`config.mk`:
```
export PLATFORM = sky130hd
export DESIGN_NAME = kmeans_apb_sched
export DESIGN_NICKNAME = d
export VERILOG_FILES = /design/src/rtl/kmeans_sched_pkg.sv /design/src/rtl/rr_arb2.sv /design/src/rtl/kmeans_apb_sched.sv
export SDC_FILE = /design/constraint.sdc
export NUM_CORES = 1
export LEC_CHECK = 0
export ABC_AREA = 1
export BUFFER_PORTS_ARGS = -buffer_cell sky130_fd_sc_hd__buf_2
export CAP_MARGIN = 10
export CORE_AREA = 2 2 194 196
export DETAILED_ROUTE_END_ITERATION = 16
export DIE_AREA = 0 0 196 198
export HOLD_SLACK_MARGIN = 0.12
export RECOVER_POWER = 100
export REMOVE_ABC_BUFFERS = 1
export SYNTH_ARGS = -nofsm -noshare
export SYNTH_HDL_FRONTEND = slang
export SYNTH_HIERARCHICAL = 1
export SYNTH_SLANG_ARGS = --single-unit
```
`constraint.sdc`:
```
create_clock -name clk -period 8.25 [get_ports clk]
set_input_delay 0.4125 -clock clk [delete_from_list [all_inputs] [get_ports clk]]
set_output_delay 0.4125 -clock clk [all_outputs]
set_load 0.01 [all_outputs]
```
`src/rtl/kmeans_sched_pkg.sv`:
```
// Shared types and defaults for the Kmeans APB scheduler.
//   sched_state_t : transfer FSM states (IDLE -> SETUP -> ACCESS -> RESP)
//   apb_req_t     : one request record at the default register-slave widths
//   onehot2       : index -> 2-bit one-hot helper
package kmeans_sched_pkg;

  localparam int ADDR_W_DEF = 9;
  localparam int DATA_W_DEF = 91;

  typedef enum logic [1:0] {
    S_IDLE,
    S_SETUP,
    S_ACCESS,
    S_RESP
  } sched_state_t;

  typedef struct packed {
    logic                  write;
    logic [ADDR_W_DEF-1:0] addr;
    logic [DATA_W_DEF-1:0] wdata;
  } apb_req_t;

  function automatic logic [1:0] onehot2(input logic idx);
    return idx ? 2'b10 : 2'b01;
  endfunction

endpackage

```
`src/rtl/rr_arb2.sv`:
```
// Two-way round-robin arbiter.
//   req        : pending requests, index = requester
//   last_grant : index of the requester served most recently
//   en         : arbitration allowed this cycle
//   gnt        : one-hot grant (zero when disabled or nothing pending)
module rr_arb2 (
  input  logic [1:0] req,
  input  logic       last_grant,
  input  logic       en,
  output logic [1:0] gnt
);

  always_comb begin
    gnt = 2'b00;
    if (en) begin
      case (req)
        2'b01:   gnt = 2'b01;
        2'b10:   gnt = 2'b10;
        // Contention: whoever was not served last goes first.
        2'b11:   gnt = last_grant ? 2'b01 : 2'b10;
        default: gnt = 2'b00;
      endcase
    end
  end

endmodule

```
`src/rtl/kmeans_apb_sched.sv`:
```
// APB master scheduler in front of the Kmeans accelerator register slave.
// Two requesters (r0 = host config, r1 = result readout) share one APB port.
//   clk, rst                  : clock, asynchronous active-high reset
//   req_valid/ready/write     : per-requester handshake and direction
//   req_addr/req_wdata        : per-requester address and write data
//   rsp_valid/rsp_rdata/err   : one-cycle response pulse, held data and timeout flag
//   busy                      : transfer in progress
//   psel/penable/pwrite/paddr/pwdata/prdata/pready : APB master side
//   interupt/irq_clr/irq_pending : rising-edge sticky interrupt flag
module kmeans_apb_sched
  import kmeans_sched_pkg::*;
#(
  parameter int ADDR_WIDTH     = ADDR_W_DEF,
  parameter int DATA_WIDTH     = DATA_W_DEF,
  parameter int TIMEOUT_CYCLES = 255,
  parameter int TO_WIDTH       = 8
) (
  input  logic                       clk,
  input  logic                       rst,
  input  logic [1:0]                 req_valid,
  output logic [1:0]                 req_ready,
  input  logic [1:0]                 req_write,
  input  logic [1:0][ADDR_WIDTH-1:0] req_addr,
  input  logic [1:0][DATA_WIDTH-1:0] req_wdata,
  output logic [1:0]                 rsp_valid,
  output logic [DATA_WIDTH-1:0]      rsp_rdata,
  output logic                       rsp_err,
  output logic                       busy,
  output logic                       psel,
  output logic                       penable,
  output logic                       pwrite,
  output logic [ADDR_WIDTH-1:0]      paddr,
  output logic [DATA_WIDTH-1:0]      pwdata,
  input  logic [DATA_WIDTH-1:0]      prdata,
  input  logic                       pready,
  input  logic                       interupt,
  input  logic                       irq_clr,
  output logic                       irq_pending
);

  sched_state_t state_q, state_d;

  logic [1:0]            gnt;
  logic                  accept;
  logic                  timeout;
  logic                  g_q, last_q;
  logic                  pwrite_q;
  logic [ADDR_WIDTH-1:0] paddr_q;
  logic [DATA_WIDTH-1:0] pwdata_q;
  logic [TO_WIDTH-1:0]   cnt_q;

  logic                  psel_q, psel_d;
  logic                  penable_q, penable_d;
  logic                  busy_q, busy_d;
  logic [1:0]            rsp_valid_q, rsp_valid_d;
  logic [DATA_WIDTH-1:0] rsp_rdata_q, rsp_rdata_d;
  logic                  rsp_err_q, rsp_err_d;
  logic                  irq_prev_q, irq_q, irq_d;

  // Grant is gated by rst so req_ready reads 0 while reset is held.
  rr_arb2 u_arb (
    .req        (req_valid),
    .last_grant (last_q),
    .en         ((state_q == S_IDLE) && !rst),
    .gnt        (gnt)
  );

  assign accept  = |gnt;
  // cnt_q counts completed pready-less ACCESS cycles; this is the last allowed one.
  assign timeout = (cnt_q == TO_WIDTH'(TIMEOUT_CYCLES - 1));

  // Next-state logic
  always_comb begin
    state_d = state_q;
    case (state_q)
      S_IDLE:   if (accept) state_d = S_SETUP;
      S_SETUP:  state_d = S_ACCESS;
      S_ACCESS: if (pready || timeout) state_d = S_RESP;
      S_RESP:   state_d = S_IDLE;
      default:  state_d = S_IDLE;
    endcase
  end

  // Output logic: computed from the next state so every output is a flop.
  always_comb begin
    psel_d      = (state_d == S_SETUP) || (state_d == S_ACCESS);
    penable_d   = (state_d == S_ACCESS);
    busy_d      = (state_d != S_IDLE);
    rsp_valid_d = (state_d == S_RESP) ? onehot2(g_q) : 2'b00;
    rsp_rdata_d = rsp_rdata_q;
    rsp_err_d   = rsp_err_q;
    if ((state_q == S_ACCESS) && (state_d == S_RESP)) begin
      // pready wins over a coincident timeout.
      rsp_err_d   = !pready;
      rsp_rdata_d = (pready && !pwrite_q) ? prdata : '0;
    end
    irq_d = irq_q;
    if (irq_clr) irq_d = 1'b0;
    if (interupt && !irq_prev_q) irq_d = 1'b1;
  end

  // State register and datapath flops
  always_ff @(posedge clk or posedge rst) begin
    if (rst) begin
      state_q     <= S_IDLE;
      g_q         <= 1'b0;
      last_q      <= 1'b1;
      pwrite_q    <= 1'b0;
      paddr_q     <= '0;
      pwdata_q    <= '0;
      cnt_q       <= '0;
      psel_q      <= 1'b0;
      penable_q   <= 1'b0;
      busy_q      <= 1'b0;
      rsp_valid_q <= 2'b00;
      rsp_rdata_q <= '0;
      rsp_err_q   <= 1'b0;
      irq_prev_q  <= 1'b0;
      irq_q       <= 1'b0;
    end else begin
      state_q     <= state_d;
      psel_q      <= psel_d;
      penable_q   <= penable_d;
      busy_q      <= busy_d;
      rsp_valid_q <= rsp_valid_d;
      rsp_rdata_q <= rsp_rdata_d;
      rsp_err_q   <= rsp_err_d;
      irq_prev_q  <= interupt;
      irq_q       <= irq_d;
      if (accept) begin
        g_q      <= gnt[1];
        pwrite_q <= req_write[gnt[1]];
        paddr_q  <= req_addr[gnt[1]];
        pwdata_q <= req_wdata[gnt[1]];
      end
      if (state_q == S_SETUP) begin
        cnt_q <= '0;
      end else if ((state_q == S_ACCESS) && !pready) begin
        cnt_q <= cnt_q + 1'b1;
      end
      if (state_q == S_RESP) last_q <= g_q;
    end
  end

  assign req_ready   = gnt;
  assign rsp_valid   = rsp_valid_q;
  assign rsp_rdata   = rsp_rdata_q;
  assign rsp_err     = rsp_err_q;
  assign busy        = busy_q;
  assign psel        = psel_q;
  assign penable     = penable_q;
  assign pwrite      = pwrite_q;
  assign paddr       = paddr_q;
  assign pwdata      = pwdata_q;
  assign irq_pending = irq_q;

endmodule
```
Word level (Yosys, flattened, before mapping)

Cells that the tools add are included.

$add $sub $neg: 1
$mul: 0
Div/mod/pow operators: 0
Order comparisons: 1
Eq/ne operators: 10
Shift-type cells: 0
Multiplexer cells: 19
Bitwise logic cells: 0
Reductions and logical operators: 16

Operators by type and width:

| operator                                            | number |
|---|---|
| two-way mux 91 bit                                  | 3 |
| two-way mux 9 bit                                   | 2 |
| two-way mux 8 bit                                   | 2 |
| == test 2 bit (second input constant)               | 6 |
| two-way mux 2 bit                                   | 6 |
| adder 8 x 1 -> 8 bit (second input constant)        | 1 |
| == test 8 bit (second input constant)               | 1 |
| case mux 2 bit (4 select lines)                     | 1 |
| == test 2 x 1 -> 1 bit (second input constant)      | 3 |
| case mux 2 bit (3 select lines)                     | 1 |
| nonzero test 2 bit                                  | 3 |
| logical AND 1 bit                                   | 5 |
| zero test 1 bit                                     | 4 |
| two-way mux 1 bit                                   | 4 |
| zero test 2 bit                                     | 1 |
| logical OR 1 bit                                    | 2 |
| < comparator 1 x 2 -> 1 bit (second input constant) | 1 |
| OR reduction 2 bit                                  | 1 |

Register bits: 212
Bits in latches: 0
Bits in writable memories: 0
ROM bits: 0
Logic and storage cells: 62
Memories: 0

Logic depth before layout (Yosys ltp)

Gate-level depths: netlist (run 1).

Word-level depth: 8
Mapped depth: 15
Gate-level depth less buffers: 14

Hierarchy

Netlist (run 1), hierarchy kept.

Modules (own cells, without submodules):

| module           | times used | cells each | area each (um^2) | seq. area each (um^2) |
|---|---|---|---|---|
| kmeans_apb_sched | 1          | 1061       | 9061.2           | 5306.3 |
| rr_arb2          | 1          | 5          | 21.3             | 0.0 |

Worst setup path after synthesis (run 1)

No wires, ideal clock.

Path type: reg2reg
Start point: register state_q[0]
End point: register rsp_rdata_q[0], in the netlist rsp_rdata[0]
Setup time: 117 ps
Arrival time: 2294 ps
Setup slack: 5838 ps
Stages on the path, launching flop included: 16
Buffers on the path: 2
Clock period less this slack: 2412 ps
Path through: dfrtp_1 > inv_1 > ha_1 > inv_1 > nor2_1 > nand2_1 > a21oi_1 > or2_1 > o21ai_0 > nand2_1 > ha_1 > nand2_1 > buf_2 > buf_2 > nand2_1 > nand2_1

Longest elaborated chain between the ends: 8
Elaborated cells on any way between the ends: 12

Ends and longest elaborated chain:

| element                         | line                    | RTL |
|---|---|---|
| from (decl)                     | kmeans_apb_sched.sv:41  | `sched_state_t state_q, state_d;` |
| from (signal assigned)          | kmeans_apb_sched.sv:121 | `state_q <= state_d;` |
| zero test 2 bit                 | kmeans_apb_sched.sv:64  | `.en ((state_q == S_IDLE) && !rst),` |
| logical AND 1 bit               | kmeans_apb_sched.sv:64  |  |
| two-way mux 2 bit               | rr_arb2.sv:15           | `if (en) begin` |
| named net req_ready[1]          | kmeans_apb_sched.sv:21  | `output logic [1:0] req_ready,` |
| OR reduction 2 bit              | kmeans_apb_sched.sv:68  | `assign accept = \|gnt;` |
| two-way mux 2 bit               | kmeans_apb_sched.sv:76  | `S_IDLE: if (accept) state_d = S_SETUP;` |
| case mux 2 bit (4 select lines) | kmeans_apb_sched.sv:75  | `case (state_q)` |
| named net state_d[0]            | kmeans_apb_sched.sv:41  |  |
| == test 2 bit                   | kmeans_apb_sched.sv:92  | `if ((state_q == S_ACCESS) && (state_d == S_RESP)) begin` |
| logical AND 1 bit               | kmeans_apb_sched.sv:92  |  |
| to (signal assigned)            | kmeans_apb_sched.sv:126 | `rsp_rdata_q <= rsp_rdata_d;` |
| to (decl)                       | kmeans_apb_sched.sv:56  | `logic [DATA_WIDTH-1:0] rsp_rdata_q, rsp_rdata_d;` |

The timed path passes the listed nets, and every way through them passes these cells.
A chain may end at the register's enable or synchronous reset.

Worst setup path after layout (run 1)

Start point: register state_q[0]
End point: output req_ready[0]

Longest elaborated chain between the ends: 3

Ends and longest elaborated chain:

| element           | line |
|---|---|
| zero test 2 bit   | kmeans_apb_sched.sv:64 |
| logical AND 1 bit | kmeans_apb_sched.sv:64 |
| two-way mux 2 bit | rr_arb2.sv:15 |
| to (decl)         | kmeans_apb_sched.sv:21 |

No other way between the ends.

==> impl_metrics.toml, run 1 <==
[synthesis]
synth.largest_area_cell = "dfrtp_1"
yosysSeqAreaShare_pct = 58.4
synthDistinctLibCells = 21
yosysWarnings = 6
synth_cells = 1066
synth_area_sq_mm = 0.00908
synth_seq_cells = 212
synth.avg_cell_area_sq_um = 8.52
yosysTopAreaCellShare_pct = 58.1
synth_area_leaders = "dfrtp_1 58%, nand2_1 17%, nand3_1 16%, buf_2 1.7%, ha_1 1.2%"

[clock_tree]
cts.sink_count = 212
cts_resized = 0
cts_made_buffers = 25
cts_tree = "done"
post_cts.repair.setup_buffers = 0
clock_path_buffers = 3
clkLatencyLatePin_ns = 0.52
cts_root_buf = "clkbuf_16"
postCtsHoldBufs = 218
path_clk_slew_ns = 0.06
htreeDepth = 1

[sta]
slew_headroom_pct = -161
tns_ns = 0
hold_violations = 0
drv_slew = 278
finalSetupViolations = 0
fmax_ghz = 0.171
skew_ns = 0.00575
tightest_slew_ns = 3.91
post-route-min-period_ns = 5.86
fin_crit_sh_pct = 71.1
rsz0062_at_grt = "false"
fin_worst_hold_slack_ns = 0.144

[grt]
grt_pass1_vias = 10400
overflow = 0
antenna_found_initial = 5
grt_use_met2_pct = 30.9
met3_usage_pct = 5.16
grt.met1_usage_pct = 21.0
grt_max_degree = 97
grt.busiest_layer = "met2"
track_usage_pct = 17.8
grt_pass1_wl_um = 55900

[detailed_routing]
vias = 10300
via_per_inst = 4.60
wl_per_cell_um = 16.2
dr.pass1.iters = 5
drc = 0
drt_wl_total_um = 36300
drt_iter0_markers = 427
ant_nets = 0

[critical_path]
critical_path_class = "reg2out"
cp_max_fo = 82
r2r_setup_slack_ns = 2.62
crit_arrival_ns = 5.45
end_kind = "primary output"
startpoint_type = "flop"
worst_ep_required_time_ns = 7.84

[pwr]
p_per_area_mw_per_mm2 = 318
total_leakage_power_nw = 7.43
power_mw = 4.67
ir_worst_vdd_mv = 0.166

[status]
violations = "capacitance limit, slew limit"
status = "complete, but fails checks"

[floorplan]
core_area_sq_mm = 0.0370
die_area_sq_mm = 0.0388
die_w_um = 196
ios = 501
row_count = 71
initial_core_util_pct = 24.6
dieHeight_um = 198

[finish]
nNetsFinal = 2056
final_util_pct = 39.7
multi_input_area_sq_mm = 0.00333
areaGrowthSynthToFinish_pct = 61.6
layout-drive-gt1-share_pct = 19.9
n_fill_cell = 3668
ff_latch_area_sq_mm = 0.00531

[placed_design]
port_buffers = 500
dp_hpwl_um = 23800
place_congestion = 0.828

[run]
max-cap-violations = 4

[min_path]
hp-class = "in2reg"
==> cells in the mapped netlist <==
master	n
dfrtp_1	211
dfstp_2	1
o21ai_0	5
inv_2	1
buf_1	5
clkbuf_1	27
buf_6	1
inv_1	26
nand3_1	299
nor2_1	17
nand4_1	1
ha_1	9
nor2_4	1
a21oi_1	7
buf_4	9
o22ai_1	1
or2_1	1
o211ai_1	1
buf_2	31
a211oi_1	1
nand2_1	411
==> worst max-delay path: stages, from the launching register on <==
cell	delay [ns]
dfrtp_1	0.43
inv_1	0.12
ha_1	0.20
inv_1	0.09
nor2_1	0.12
nand2_1	0.11
a21oi_4	0.52
clkbuf_1	2.78
buf_2	0.50
==> placed cells by master, fill, tap and decap left out, types with 2 or more instances in the layout <==
cell type / count
nand2_1: 410
bufinv_16: 3
inv_1: 23
clkinvlp_2: 3
diode_2: 2
clkinv_2: 2
ha_1: 9
a21oi_1: 6
nand3_1: 299
dfrtp_1: 211
clkbuf_8: 6
o21ai_0: 5
nor2_1: 18
dlygate4sd3_1: 218
clkbuf_1: 208
buf_2: 299
clkbuf_16: 25
buf_4: 7
==> path summary, 6_finish.rpt <==
check,start,end,depth (start not counted)
setup reg to reg,state_q[0],pwdata[72],10
min in group asynchronous,rst,pwdata[37],3
hold / removal,req_wdata[91],pwdata[0],3
hold reg to reg,irq_prev_q,irq_pending,1
setup / recovery,state_q[0],req_ready[0],8
max in group asynchronous,rst,rsp_rdata[85],4
==> state kept, by name, summed over array words and instances (netlist names) <==
signal	flops
irq_pending	1
pwdata	91
last_q	1
paddr	9
g_q	1
cnt_q	8
rsp_rdata	91
busy	1
irq_prev_q	1
penable	1
psel	1
rsp_valid	2
pwrite	1
rsp_err	1
state_q	2
==> area by class of cell <==
class | count | area share (%)
sequential | 212 | 36.2
antenna | 2 | 0.0341
multi-input combinational | 754 | 22.7
tap | 474 | 4.04
clock buffer | 37 | 4.98
timing repair buffer | 727 | 30.6
clock inverter | 6 | 0.733
inverter | 27 | 0.716
==> layer usage <==
metal / vias to the layer above / wire length, um
met5: - / 0
li1: 4838 / -
met2: 501 / 17700
met4: 0 / 1160
met1: 4895 / 14200
met3: 76 / 3290
==> kinds of logic (layout without fill, tap and decap cells) <==
logic type	after synthesis	after routing	synth area share, %
DFF	212	212	58.4
and+or+nand+nor	730	730	34.4
adders and majority gates	9	9	1.24
AOI/OAI and AO/OA	15	15	0.895
other	0	2	0
buffers and inverters	100	797	5.01
==> where the power goes <==
| group | total (mW) | internal, mW | switching [mW] |
|---|---|---|---|
| Sequential | 1.76 | 1.50 | 0.265 |
| Combinational | 1.78 | 0.684 | 1.10 |
| Clock | 1.13 | 0.701 | 0.428 |
| Total | 4.67 | 2.88 | 1.79 |
==> through the flow <==
stage | instance area, sq um | worst slack [ns] | std cells
after floorplan | 8730 | -0.121 | 993
after global placement | 11900 | 4.33 | 1976
after detailed placement | 11900 | 4.23 | 1976
after CTS | 15000 | 4.21 | 2237
after global routing | 14700 | 2.02 | 2238
final | 14700 | 2.39 | 2239
(Power assumes the default switching activity.)
==> run 2: changes to the inputs <==
==> constraint.sdc (replaced) <==
create_clock -name clk -period 6 [get_ports clk]
set_input_delay 0.3 -clock clk [delete_from_list [all_inputs] [get_ports clk]]
set_output_delay 0.3 -clock clk [all_outputs]
set_load 0.01 [all_outputs]
==> run 2 against run 1 <==
The run still ends with capacitance limit, slew limit left. Non-clock buffer count up 75. Highest routed layer unchanged. Total power up 45%. Combinational power up 59%. Sequential share of layout area down 1.8 points.
==> impl_metrics.toml, run 2 (synthesis results as in run 1) <==
[finish]
layout_common_cells = "410 x nand2_1, 299 x nand3_1, 299 x buf_2"
layout-drive-gt1-share_pct = 19.4
final_common_cell = "nand2_1"
areaGrowthSynthToFinish_pct = 69.8
nNetsFinal = 2131

[critical_path]
worst_ep_required_time_ns = 6.45
startpoint_type = "flop"
end_kind = "flop"
r2r_setup_slack_ns = 1.20
startpoint = "state_q[0]"
r2r-start = "state_q[0]"
cp_max_fo = 94
critical_path_class = "reg2reg"
crit_arrival_ns = 5.25

[floorplan]
die_w_um = 196
dieHeight_um = 198
die_area_sq_mm = 0.0388
core_area_sq_mm = 0.0370
ios = 501
initial_core_util_pct = 24.6
row_count = 71

[pwr]
p_per_area_mw_per_mm2 = 440
total_leakage_power_nw = 7.80
ir_worst_vdd_mv = 0.266
power_mw = 6.78

[grt]
grt_pass1_vias = 11100
antenna_found_initial = 4
grt_max_degree = 118
overflow = 0
grt_pass1_wl_um = 58600
track_usage_pct = 18.7

[clock_tree]
path_clk_slew_ns = 0.06
cts_resized = 0
clock_path_buffers = 3
clkLatencyLatePin_ns = 0.53
cts_made_buffers = 25
htreeDepth = 1
cts_root_buf = "clkbuf_16"
cts.sink_count = 212
cts_tree = "done"

[min_path]
hp-class = "in2reg"
worstHoldStart = "req_wdata[58]"

[sta]
slew_headroom_pct = -47.3
fin_ws_ns = 1.20
hold_violations = 0
fin_worst_hold_slack_ns = 0.159
drv_slew = 303
tightest_slew_ns = 2.21
skew_ns = 0.00978
tns_ns = 0
fmax_ghz = 0.208
rsz0062_at_grt = "false"
finalSetupViolations = 0
fin_crit_sh_pct = 80.0
post-route-min-period_ns = 4.80

[detailed_routing]
via_per_inst = 4.59
dr.pass1.iters = 6
vias = 10600
wl_per_cell_um = 16.5
drc = 0
drt_wl_total_um = 38200
ant_nets = 0
drt_iter0_markers = 387

[status]
violations = "capacitance limit, slew limit"
status = "complete, but fails checks"

[placed_design]
place_congestion = 0.822
post-place-ws_ns = 1.86
port_buffers = 500
dp_hpwl_um = 24000

[run]
max-cap-violations = 4
## run 2: cell count changes in the layout (fill, tap and decap cells not counted), moves of 2 or more
| cell | change |
|---|---|
| buf_4 | -2 |
| clkbuf_1 | -3 |
| clkinv_2 | +7 |
| clkinvlp_2 | -2 |
| dlygate4sd3_1 | +76 |
## run 2: layout make-up
class / instances / area, sq um
Antenna cell: 3 / 7.51
Clock buffer: 33 / 706
Clock inverter: 11 / 109
Fill cell: 3644 / 21500
Inverter: 27 / 111
Multi-Input combinational cell: 754 / 3350
Sequential cell: 212 / 5310
Tap cell: 474 / 593
Timing Repair Buffer: 802 / 5250
## run 2: repair_timing
item	4_1_cts	5_1_grt
hold buffers	294	0
setup buffers	0	0
hold endpoints to repair	309	0
## run 2: where the power goes
group	internal (mW)	switching, mW	total, mW	leakage (nW)
Combinational	1.24	1.59	2.83	4.65
Clock	0.909	0.609	1.52	0.412
Sequential	2.06	0.381	2.44	2.74
## run 2: metrics by stage
stage,std cells,util [%],area [sq um]
after floorplan,993,-,8730
after global placement,1975,32.3,11900
after detailed placement,1975,32.3,11900
after CTS,2313,42.4,15700
after global routing,2316,41.7,15400
final,2316,41.7,15400
## run 2: worst paths after layout
check	end	depth (start not counted)
worst max register to register	rsp_rdata[21]	15
worst min register to register	irq_pending	1
worst max-delay path	rsp_rdata[21]	15
min in group asynchronous	rsp_valid[1]	3
max in group asynchronous	pwdata[54]	4
worst min-delay path	pwdata[58]	3
## run 2: worst max-delay path: stages (launching register included)
cell and delay, ns:
dfrtp_1 0.43, inv_1 0.12, ha_1 0.19, inv_1 0.08, nor2_1 0.12, nand2_1 0.10, a21oi_4 0.49, or2_0 0.27
o21ai_0 0.11, nand2_1 0.09, ha_1 0.20, nand2_2 0.97, nor2_4 0.34, buf_4 0.73, nand3_1 0.23, nand2_1 0.15
## run 2: routing by layer
metal	share of wire, %	track usage [%]
met1	39	21.5
met2	49	32.8
met3	8.4	5.04
met4	4.0	8.14
met5	0	0
==> run 3: changes to the inputs <==
--- a/config.mk
+++ b/config.mk
@@ -5,12 +5,12 @@
 export SDC_FILE = /design/constraint.sdc
 export NUM_CORES = 1
 export LEC_CHECK = 0
-export ABC_AREA = 1
+export ABC_AREA = 0
 export BUFFER_PORTS_ARGS = -buffer_cell sky130_fd_sc_hd__buf_2
 export CAP_MARGIN = 10
-export CORE_AREA = 2 2 194 196
+export CORE_AREA = 2 2 193 195
 export DETAILED_ROUTE_END_ITERATION = 16
-export DIE_AREA = 0 0 196 198
+export DIE_AREA = 0 0 195 197
 export HOLD_SLACK_MARGIN = 0.12
 export RECOVER_POWER = 100
 export REMOVE_ABC_BUFFERS = 1
==> constraint.sdc (replaced) <==
create_clock -name clk -period 4.8 [get_ports clk]
set_input_delay 0.24 -clock clk [delete_from_list [all_inputs] [get_ports clk]]
set_output_delay 0.24 -clock clk [all_outputs]
set_load 0.01 [all_outputs]
==> run 3 against run 2 <==
The flow still finishes with violations (capacitance limit, slew limit). Sequential share of layout area grew 0.52 points. Critical path depth fell by 6. Maximum frequency rose by 19%. Clock skew up 0.010 ns. Sequential power is 22% higher. Combinational power is 15% higher. Area after synthesis decreased by 3.3%. Via count down 17%. Highest routed layer is now met5.
==> impl_metrics.toml, run 3 <==
[detailed_routing]
ant_nets = 0
drt_iter0_markers = 290
drt_wl_total_um = 32600
drc = 0
wl_per_cell_um = 16.3
dr.pass1.iters = 4
vias = 8846
via_per_inst = 4.42

[synthesis]
synth-edff-count = 0
synth_seq_cells = 212
synth_top_family_by_area = "compound AO/OA/AOI/OAI gates"
ys.flop_type = "dfrtp_1"
synth_area_sq_mm = 0.00878
synthDistinctLibCells = 35
synth.largest_area_cell = "dfrtp_1"
synth_async_sr_flop_share_pct = 100
synth_area_leaders = "dfrtp_1 60%, mux2i_1 12%, a22o_1 9.1%, o21ai_0 5.9%, nand2_1 4.6%"
synth-xor-area-share_pct = 0.199
yosysMostFrequentCell = "dfrtp_1"
yosys.area_share.simple_pct = 6.31
synth-compound-area-share_pct = 16.0
synthTopCellsByCount = "211 x dfrtp_1, 108 x nand2_1, 104 x o21ai_0"
yosysWarnings = 6
synth_cells = 731
synth_mux_area_share_pct = 11.8
yosysTopAreaCellShare_pct = 60.1
yosysSeqAreaShare_pct = 60.4
synthAdderAreaFrac_pct = 1.28
synth.avg_cell_area_sq_um = 12.0

[grt]
grt_max_degree = 118
met3_usage_pct = 3.80
grt_pass1_wl_um = 49700
grt_pass1_vias = 9566
track_usage_pct = 16.1
grt.busiest_layer = "met2"
overflow = 0
grt_use_met2_pct = 29.0
grt.met1_usage_pct = 18.0
antenna_found_initial = 3

[clock_tree]
cts_resized = 0
cts_made_buffers = 24
clkLatencyLatePin_ns = 0.52
htreeDepth = 1
clock_path_buffers = 3
postCtsHoldBufs = 297
post_cts.repair.setup_buffers = 0
cts.sink_count = 212
cts_tree = "done"
cts_root_buf = "clkbuf_16"
path_clk_slew_ns = 0.06

[floorplan]
dieHeight_um = 197
ios = 501
initial_core_util_pct = 24.2
row_count = 70
die_w_um = 195
die_area_sq_mm = 0.0384
core_area_sq_mm = 0.0363

[status]
violations = "capacitance limit, slew limit"
status = "complete, but fails checks"

[finish]
n_fill_cell = 3501
finalInstanceArea_sq_mm = 0.0152
layout_common_cells = "298 x buf_2, 297 x dlygate4sd3_1, 215 x clkbuf_1"
areaGrowthSynthToFinish_pct = 73.0
layout-drive-gt1-share_pct = 22.8
nNetsFinal = 1822
final_common_cell = "buf_2"

[placed_design]
dp_hpwl_um = 20800
port_buffers = 500
post-place-ws_ns = 1.48
post_dp_cell_area_sq_mm = 0.0117
place_congestion = 0.763

[sta]
rsz0062_at_grt = "false"
fmax_ghz = 0.247
hold_violations = 0
fin_crit_sh_pct = 84.2
post-route-min-period_ns = 4.04
fin_ws_ns = 0.759
skew_ns = 0.0202
fin_worst_hold_slack_ns = 0.309
slew_headroom_pct = -38.6
tightest_slew_ns = 2.08
tns_ns = 0
finalSetupViolations = 0
drv_slew = 104

[pwr]
ir_worst_vdd_mv = 0.244
power_mw = 8.06
p_per_area_mw_per_mm2 = 530
total_leakage_power_nw = 6.81

[run]
max-cap-violations = 1

[critical_path]
cp_max_fo = 103
cpPeakStageDelay_ns = 1.39
critical_path_class = "reg2reg"
crit_slowest_cell = "clkbuf_4"
path_buf_inv = 3
r2r_setup_slack_ns = 0.76
cp_cell_sequence = "inv_1 > ha_1 > nor2b_1 > nand2_1 > a21oi_1 > clkbuf_4 > mux2i_1 > o21ai_0 > dlygate4sd3_1"
startpoint_type = "flop"
cp_top_family = "buffers and inverters"
crit_arrival_ns = 4.45
end_kind = "flop"
worst_ep_required_time_ns = 5.21

[min_path]
hp-class = "in2reg"
-- run 3: final timing paths --
| check | start | cells after the start | endpoint |
|---|---|---|---|
| max | state_q[0] | 9 | pwdata[84] |
| min | req_valid[1] | 5 | state_q[0] |
| max reg2reg | state_q[0] | 9 | pwdata[84] |
| min reg2reg | irq_prev_q | 1 | irq_pending |
| max in group asynchronous | rst | 4 | pwdata[51] |
| min in group asynchronous | rst | 3 | state_q[0] |
-- run 3: final cells by class --
| class | count | area (sq um) | area share (%) |
|---|---|---|---|
| clock buffers | 37 | 741 | 4.87 |
| well taps | 468 | 586 | 3.85 |
| diodes | 2 | 5.00 | 0.0329 |
| flip-flops and latches | 212 | 5310 | 34.9 |
| inverters | 11 | 48.8 | 0.321 |
| repair buffers | 811 | 5320 | 35.0 |
| clock inverters | 7 | 60.1 | 0.395 |
| multi-input cells | 453 | 3130 | 20.6 |
-- run 3: cell families after synthesis --
| kind of cell | Yosys count |
|---|---|
| flip-flops | 212 |
| buffers and inverters | 66 |
| AO/OA/AOI/OAI | 209 |
| adder cells (fa/ha/maj) | 9 |
| AND/OR/NAND/NOR | 130 |
| multiplexers | 103 |
| XOR/XNOR | 2 |
-- run 3: routing by layer --
layer	up-vias	routed length [um]
met1	4182	12700
li1	4180	-
met5	-	13
met4	2	1310
met2	399	16300
met3	83	2320
-- run 3: per-stage QoR --
step                util (%)  instances
floorplan                  -        676
global placement        32.4       1658
detailed placement      32.4       1658
CTS                     42.8       1999
global route            41.9       2001
finish                  41.9       2001
-- run 3: worst register-to-register path, delay by kind of cell (launching register included) --
kind	cells	cell delay, ns
AOI/OAI and AO/OA	2	0.31
muxes	1	0.63
buffers and inverters	3	2.11
adders and majority gates	1	0.23
DFF	1	0.43
and+or+nand+nor	2	0.25
-- run 3: power breakdown --
part           total [mW]  internal [mW]  switching (mW)
logic                3.26           1.67            1.59
clock network        1.83           1.11           0.720
registers            2.97           2.52           0.450
total                8.06           5.30            2.76
